## src/rtl/instr_loader.sv

```systemverilog
// instr_loader: packs UART bytes MSB-first into instruction words, writes them at consecutive
// word addresses until HALT_WORD, then releases the core. Optional checksum: `LOADER_CHECKSUM_EN.
//
// state | meaning
// IDLE  | waiting for i_start after reset
// LOAD  | assembling bytes into words and writing them
// CHECK | waiting for the trailing checksum byte (LOADER_CHECKSUM_EN only)
// DONE  | load finished; enable raised when clean

module instr_loader #(
  parameter int                 NB_ADDR   = 32,
  parameter int                 NB_INST   = 32,
  parameter int                 NB_BYTE   = 8,
  parameter int                 MEM_DEPTH = 64,
  parameter logic [NB_INST-1:0] HALT_WORD = 32'hFFFF_FFFF
) (
  input  logic               i_clk,
  input  logic               i_reset,
  input  logic               i_start,
  input  logic [NB_BYTE-1:0] i_rx_data,
  input  logic               i_rx_valid,
  output logic               o_write,
  output logic [NB_INST-1:0] o_instruction,
  output logic [NB_ADDR-1:0] o_address,
  output logic               o_enable,
  output logic               o_busy,
  output logic               o_done,
  output logic               o_overflow,
  output logic               o_error
);

  localparam int                 SHIFT_W  = NB_INST - NB_BYTE;
  localparam logic [NB_ADDR-1:0] LAST_IDX = NB_ADDR'(MEM_DEPTH - 1);

  typedef enum logic [1:0] {
    IDLE  = 2'd0,
    LOAD  = 2'd1,
`ifdef LOADER_CHECKSUM_EN
    CHECK = 2'd2,
`endif
    DONE  = 2'd3
  } state_t;

  state_t               state;
  logic [1:0]           byte_cnt;
  logic [SHIFT_W-1:0]   shift_q;
  logic [NB_ADDR-1:0]   ptr;
  logic                 ovf_q;
  logic [NB_INST-1:0]   word_in;
  logic                 start_load;

  assign word_in    = {shift_q, i_rx_data};
  assign start_load = i_start && (state == IDLE || state == DONE);

`ifdef LOADER_CHECKSUM_EN
  logic [NB_BYTE-1:0] csum_q;
`else
  assign o_error = 1'b0;
`endif

  always_ff @(posedge i_clk or negedge i_reset) begin
    if (!i_reset) begin
      state         <= IDLE;
      byte_cnt      <= 2'd0;
      shift_q       <= '0;
      ptr           <= '0;
      ovf_q         <= 1'b0;
      o_write       <= 1'b0;
      o_instruction <= '0;
      o_address     <= '0;
      o_enable      <= 1'b0;
      o_busy        <= 1'b0;
      o_done        <= 1'b0;
      o_overflow    <= 1'b0;
`ifdef LOADER_CHECKSUM_EN
      o_error       <= 1'b0;
      csum_q        <= '0;
`endif
    end else begin
      o_write <= 1'b0;
      if (start_load) begin
        state      <= LOAD;
        byte_cnt   <= 2'd0;
        shift_q    <= '0;
        ptr        <= '0;
        ovf_q      <= 1'b0;
        o_address  <= '0;
        o_enable   <= 1'b0;
        o_busy     <= 1'b1;
        o_done     <= 1'b0;
        o_overflow <= 1'b0;
`ifdef LOADER_CHECKSUM_EN
        o_error    <= 1'b0;
        csum_q     <= '0;
`endif
      end else begin
        case (state)
          IDLE: ;
          LOAD: begin
            if (i_rx_valid) begin
              byte_cnt <= byte_cnt + 2'd1;
              shift_q  <= {shift_q[SHIFT_W-NB_BYTE-1:0], i_rx_data};
`ifdef LOADER_CHECKSUM_EN
              csum_q   <= csum_q ^ i_rx_data;
`endif
              if (byte_cnt == 2'd3) begin
                o_write       <= 1'b1;
                o_instruction <= word_in;
                o_address     <= ptr << 2;
                ptr           <= ptr + NB_ADDR'(1);
                if (word_in == HALT_WORD) begin
`ifdef LOADER_CHECKSUM_EN
                  state <= CHECK;
`else
                  state <= DONE;
`endif
                end else if (ptr == LAST_IDX) begin
                  ovf_q <= 1'b1;
                  state <= DONE;
                end
              end
            end
          end
`ifdef LOADER_CHECKSUM_EN
          CHECK: begin
            if (i_rx_valid) begin
              state    <= DONE;
              o_done   <= 1'b1;
              o_busy   <= 1'b0;
              o_error  <= (i_rx_data != csum_q);
              o_enable <= (i_rx_data == csum_q);
            end
          end
`endif
          DONE: begin
            // Status is published one cycle after the final write, so it never overlaps o_write.
            if (!o_done) begin
              o_done     <= 1'b1;
              o_busy     <= 1'b0;
              o_overflow <= ovf_q;
              o_enable   <= !ovf_q;
            end
          end
          default: state <= IDLE;
        endcase
      end
    end
  end

endmodule

```

## config.mk

```make
export PLATFORM = sky130hd
export DESIGN_NAME = instr_loader
export DESIGN_NICKNAME = d
export VERILOG_FILES = /design/src/rtl/instr_loader.sv
export SDC_FILE = /design/constraint.sdc
export NUM_CORES = 1
export LEC_CHECK = 0
export ABC_AREA = 1
export CORE_AREA = 2 2 112 103
export CTS_BUF_LIST = sky130_fd_sc_hd__clkbuf_8
export CTS_CLUSTER_SIZE = 10
export DETAILED_ROUTE_END_ITERATION = 6
export DIE_AREA = 0 0 114 105
export PLACE_DENSITY = 0.77
export SLEW_MARGIN = 20
export SYNTH_ARGS = -nofsm -noshare
export SYNTH_HDL_FRONTEND = slang
export SYNTH_SLANG_ARGS = --single-unit
export TNS_END_PERCENT = 10
```

## constraint.sdc

```tcl
create_clock -name i_clk -period 2 [get_ports i_clk]
set_input_delay 0.2 -clock i_clk [delete_from_list [all_inputs] [get_ports i_clk]]
set_output_delay 0.2 -clock i_clk [all_outputs]
set_load 0.03 [all_outputs]
```

-- Yosys cells after proc, flatten, opt, wreduce, memory -nomap -nowiden
Cells that the tools add are included.
- add/sub/neg operators: 2
- eq/ne operators: 11
- multiplexer cells: 41
- bitwise operators: 1
- reduce and logical (&&, ||, !) cells: 16
- operators with widths (kind ; number):
    32-bit 2-to-1 mux ; 8
    24-bit 2-to-1 mux ; 3
    32-bit by 1-bit adder with 32-bit output (second input constant) ; 1
    32-bit == test (second input constant) ; 1
    32-bit by 6-bit == test with 1-bit output (second input constant) ; 1
    1-bit 2-to-1 mux ; 21
    2-bit 2-to-1 mux ; 8
    2-bit nonzero test ; 5
    4-bit AND reduction ; 2
    3-bit != test (second input constant) ; 2
    5-bit AND reduction ; 1
    2-bit == test (second input constant) ; 2
    2-bit by 1-bit != test with 1-bit output (second input constant) ; 2
    4-bit != test (second input constant) ; 1
    2-bit case mux with 2 select lines ; 1
    2-bit AND reduction ; 2
    3-bit AND reduction ; 1
    2-bit by 1-bit adder with 2-bit output (second input constant) ; 1
    2-bit by 1-bit == test with 1-bit output (second input constant) ; 1
    2-bit zero test ; 1
    2-bit != test (second input constant) ; 1
    2-bit OR reduction ; 1
    1-bit logical AND ; 1
    1-bit zero test ; 1
    2 further kinds ; 2
- register bits: 130
- bits of input ports: 12
- output and inout port bits: 70
- logic and storage cells: 83

-- Depth between registers and ports, before layout
- word-level depth: 7
- mapped depth: 12

-- Worst setup path after synthesis
No wires, ideal clock.
- path type: register -> register
- start point: register state[0]
- end point: register ptr[13]
- arrival: 1597 ps
- path slack: 282 ps
- stages on the path, launching flop included: 11
- path buffers: 2
- cells stage by stage: dfrtp_1 ha_1 nand2_1 buf_2 nand2_2 buf_4 nand2_1 nor2_2 nand2_1 o21ai_0 nor2_1
- longest elaborated chain between the ends: 5
- ends and longest elaborated chain (item ; RTL line ; source):
    from (decl) ; 44 ; state_t state;
    from (signal assigned) ; 63 ; state <= IDLE;
    from (signal assigned) ; 82 ; state <= LOAD;
    from (signal assigned) ; 115 ; state <= DONE;
    2-bit == test or 2-bit zero test (tied branches) ; 53 ; assign start_load = i_start && (state == IDLE || state == DONE);
    1-bit logical OR ; 53 ;
    1-bit logical AND ; 53 ;
    2-bit nonzero test (no line) ; n/a ;
    3-bit AND reduction (no line) ; n/a ;
    to (signal assigned) ; 110 ; ptr <= ptr + NB_ADDR'(1);
    to (decl) ; 47 ; logic [NB_ADDR-1:0] ptr;
Parallel ways exist; a longest one is shown, timed or not.
A chain may end at the register's enable or synchronous reset.

-- Worst setup path in the final report
- start point: register state[0]
- end point: register o_instruction[5]
- longest elaborated chain between the ends: 5
- ends and longest elaborated chain (item ; RTL line ; source):
    2-bit == test or 2-bit zero test (tied branches) ; 53 ;
    1-bit logical OR ; 53 ;
    1-bit logical AND ; 53 ;
    1-bit NOT (no line) ; n/a ;
    4-bit AND reduction (no line) (*) ; n/a ;
    to (signal assigned) ; 108 ; o_instruction <= word_in;
    to (decl) ; 23 ; output logic [NB_INST-1:0] o_instruction,
Every way passes the cells marked *; elsewhere a longest branch is shown, timed or not.

==> results_dict.tcl <==
set metrics [dict create \
    status "finished clean" \
    path_cells "ha_1 > nand2_1 > inv_1 > nor2_1 > inv_2 > buf_12 > nand2_1 > o21ai_0" \
    tns_ns 0 \
    postSynthAreaPerCell_sq_um 8.40 \
    port_buffers 78 \
    synth-async-reset-ratio_pct 100 \
    worst_slew_pin_slew_ns 0.634 \
    post-route-period-util_pct 91.0 \
    synthAdderAreaFrac_pct 0.888 \
    grt_max_degree 47 \
    grt_overflow 0 \
    synth_ff_type "dfrtp_1" \
    cts_buffer_depth 2 \
    place.gp.congestion 0.952 \
    p_per_area_nw_per_um2 1070 \
    fp.dieH_microns 105 \
    startpoint_type "register" \
    postRouteWirelength_microns 13600 \
    nFillCells 884 \
    grt_pass1_vias 4776 \
    netlist_instances 671 \
    max_cap_violations 0 \
    synthToLayoutAreaGrowth_pct 25.5 \
    rsz0062_at_grt "true" \
    cts_root_buffer "clkbuf_8" \
    rows 36 \
    yosysSeqAreaShare_pct 56.8 \
    drt_iter0_markers 290 \
    endpoint_kind "register" \
    post-route-util_pct 66.0 \
    ys_ff_latch 128 \
    synthSimpleGateAreaFrac_pct 23.4 \
    slew_violations 0 \
    num_vias 4815 \
    synth_area_leaders "dfrtp_1 57%, nand2_1 12%, inv_1 5.5%" \
    htree_num_levels 4 \
    clk_pin_slew_worst_paths_ns 0.07 \
    drc_errors 0 \
    cellLeakagePower_uw 0.00322 \
    setup_violations 0 \
    grtUsageTotal_pct 24.1 \
    worstPathRequired_ns 2.32 \
    wl_per_cell_microns 15.0 \
    max_stage_delay_ns 0.41 \
    relSlewSlack_pct 57.7 \
    fmax_mhz 549 \
    ys_types 28 \
    cts_inserted_buffers 17 \
    clk_latency_ns 0.45 \
    fin_nets 774 \
    ir_worst_vdd_mv 0.906 \
    die-area_sq_um 12000 \
    hp-class "primary input to asynchronous set/reset pin" \
    grt_pass1_wl_microns 22700 \
    drtPass1Iterations 5 \
    yosysTopAreaCellShare_pct 56.8 \
    skew_ns 0.0109 \
    yosysMostFrequentCell "nand2_1" \
    worstPathMaxFanout 46 \
    synth_compound_area_share_pct 11.0 \
    drive_gt1_share_pct 8.17 \
    synth_top_family_by_area "simple AND/OR/NAND/NOR gates" \
    critPathBufInv 3 \
    diodes 0 \
    ant_nets 0 \
    critPathArrivalTime_ns 2.14 \
    antenna_found_initial 0 \
    coreArea_sq_um 10700 \
    crit_type "register to register" \
    period_minus_slack_ns 1.82 \
    holdWs_ns 0.315 \
    cts_tree "done" \
    synth_edf_count 0 \
    synthMuxAreaShare_pct 0 \
    cpMostUsedCell "nand2_1" \
    synth_common_cells "176 x nand2_1, 128 x dfrtp_1, 82 x inv_1" \
    hpwlAfterDp_microns 9420 \
    slowest_stage "dfrtp_1" \
    viasPerCell 5.33 \
    hold_viol_final 0 \
    io_pins 82 \
    initial_utilization_pct 52.6 \
    synth-xor-area-share_pct 0 \
    clock-sinks 128 \
    die_x_microns 114 \
    ys_warn_count 0 \
    yosys.area.top_type "dfrtp_1" \
    syn_area_sq_um 5640 \
    cp_top_family "buffers and inverters" \
]
==> where the power goes <==
group	internal, uW	switching [uW]
registers	2910	201
logic	722	1350
clock network	1250	1110
==> sequential cells by signal, indices dropped and copies added, names as in the netlist <==
register / count
ovf_q: 1
o_done: 1
shift_q: 24
o_write: 1
state: 2
o_enable: 1
o_busy: 1
byte_cnt: 2
o_overflow: 1
o_address: 30
o_instruction: 32
ptr: 32
==> through the flow <==
step | instance area, sq um | setup WS, ns | std cells | total power [uW]
6_report | 7080 | 0.180 | 904 | 7540
3_5_place_dp | 6630 | 0.0685 | 871 | 5210
3_3_place_gp | 6630 | 0.212 | 871 | 5100
4_1_cts | 7060 | 0.119 | 904 | 7570
5_1_grt | 7080 | -0.00796 | 904 | 7920
2_1_floorplan | 5650 | 0.282 | 673 | 4370
==> final cells by class <==
type | instances | area (sq um) | area share (%)
tap | 133 | 166 | 2.35
clock inverter | 15 | 186 | 2.63
inverter | 85 | 319 | 4.51
clock buffer | 17 | 234 | 3.31
multi-input combinational | 434 | 2020 | 28.5
timing repair buffer | 92 | 948 | 13.4
sequential | 128 | 3200 | 45.3
==> worst paths after layout <==
| check | slack (ns) | startpoint | cells past startpoint | endpoint |
|---|---|---|---|---|
| setup / recovery | 0.18 | state[0]$_DFFE_PN0P_ | 8 | o_instruction[5]$_DFFE_PN0P_ |
| setup reg to reg | 0.18 | state[0]$_DFFE_PN0P_ | 8 | o_instruction[5]$_DFFE_PN0P_ |
| min in group i_clk | 0.37 | i_rx_data[1] | 3 | o_instruction[1]$_DFFE_PN0P_ |
| max in group asynchronous | 1.03 | i_reset | 3 | o_instruction[12]$_DFFE_PN0P_ |
| hold reg to reg | 0.48 | o_address[2]$_DFFE_PN0P_ | 2 | o_address[2]$_DFFE_PN0P_ |
| hold / removal | 0.31 | i_reset | 2 | o_instruction[6]$_DFFE_PN0P_ |
==> cell usage in the layout (no fill, tap or decap) <==
cell type / instances
nand2_1: 176
dfrtp_1: 128
inv_1: 82
clkdlybuf4s50_1: 77
nor2_1: 75
o21ai_0: 50
nand3_1: 29
o22ai_1: 24
o21ai_1: 17
clkbuf_8: 17
a21oi_1: 13
nor3_1: 11
buf_4: 9
nand4_1: 7
a22o_1: 5
buf_12: 5
nor2_4: 4
ha_1: 4
clkinv_4: 4
clkinvlp_4: 4
inv_2: 3
nand2_2: 3
nor2_2: 3
conb_1: 3
bufinv_16: 3
inv_6: 3
nor3_2: 2
nor3_4: 2
a31oi_1: 2
and3_1: 1
o21a_1: 1
nand3b_1: 1
o31ai_1: 1
clkinv_2: 1
dlygate4sd3_1: 1
==> repair_timing <==
action                                 4_1_cts  5_1_grt
hold buffers                                 1        0
buffers inserted                             0        0
resized for setup                            0        3
setup endpoints to repair                    0        8
endpoints found under the hold margin       44        0
==> worst reg2reg max path, cell delays in order (launching register included) <==
cell	delay (ns)
dfrtp_1	0.41
ha_1	0.31
nand2_1	0.15
inv_1	0.07
nor2_1	0.16
inv_2	0.20
buf_12	0.24
nand2_1	0.09
o21ai_0	0.08
==> kinds of logic (layout without fill, tap and decap cells) <==
family | after synthesis | after routing
AOI/OAI and AO/OA | 113 | 113
adders and majority gates | 4 | 4
buffers and inverters | 111 | 209
DFF | 128 | 128
other | 1 | 3
and+or+nand+nor | 314 | 314
==> per-layer routing <==
metal  track usage (%)  wire [microns]  vias to the layer above  part of all wire (%)
met2              38.4            6490                      171                    48
li1                  -               -                     2310                     -
met4              8.97             252                        0                   1.9
met1              32.6            6110                     2312                    45
met3              5.34             722                       22                   5.3
met5                 0               0                        -                     0
No activity file was read; power rests on OpenSTA's default activity.
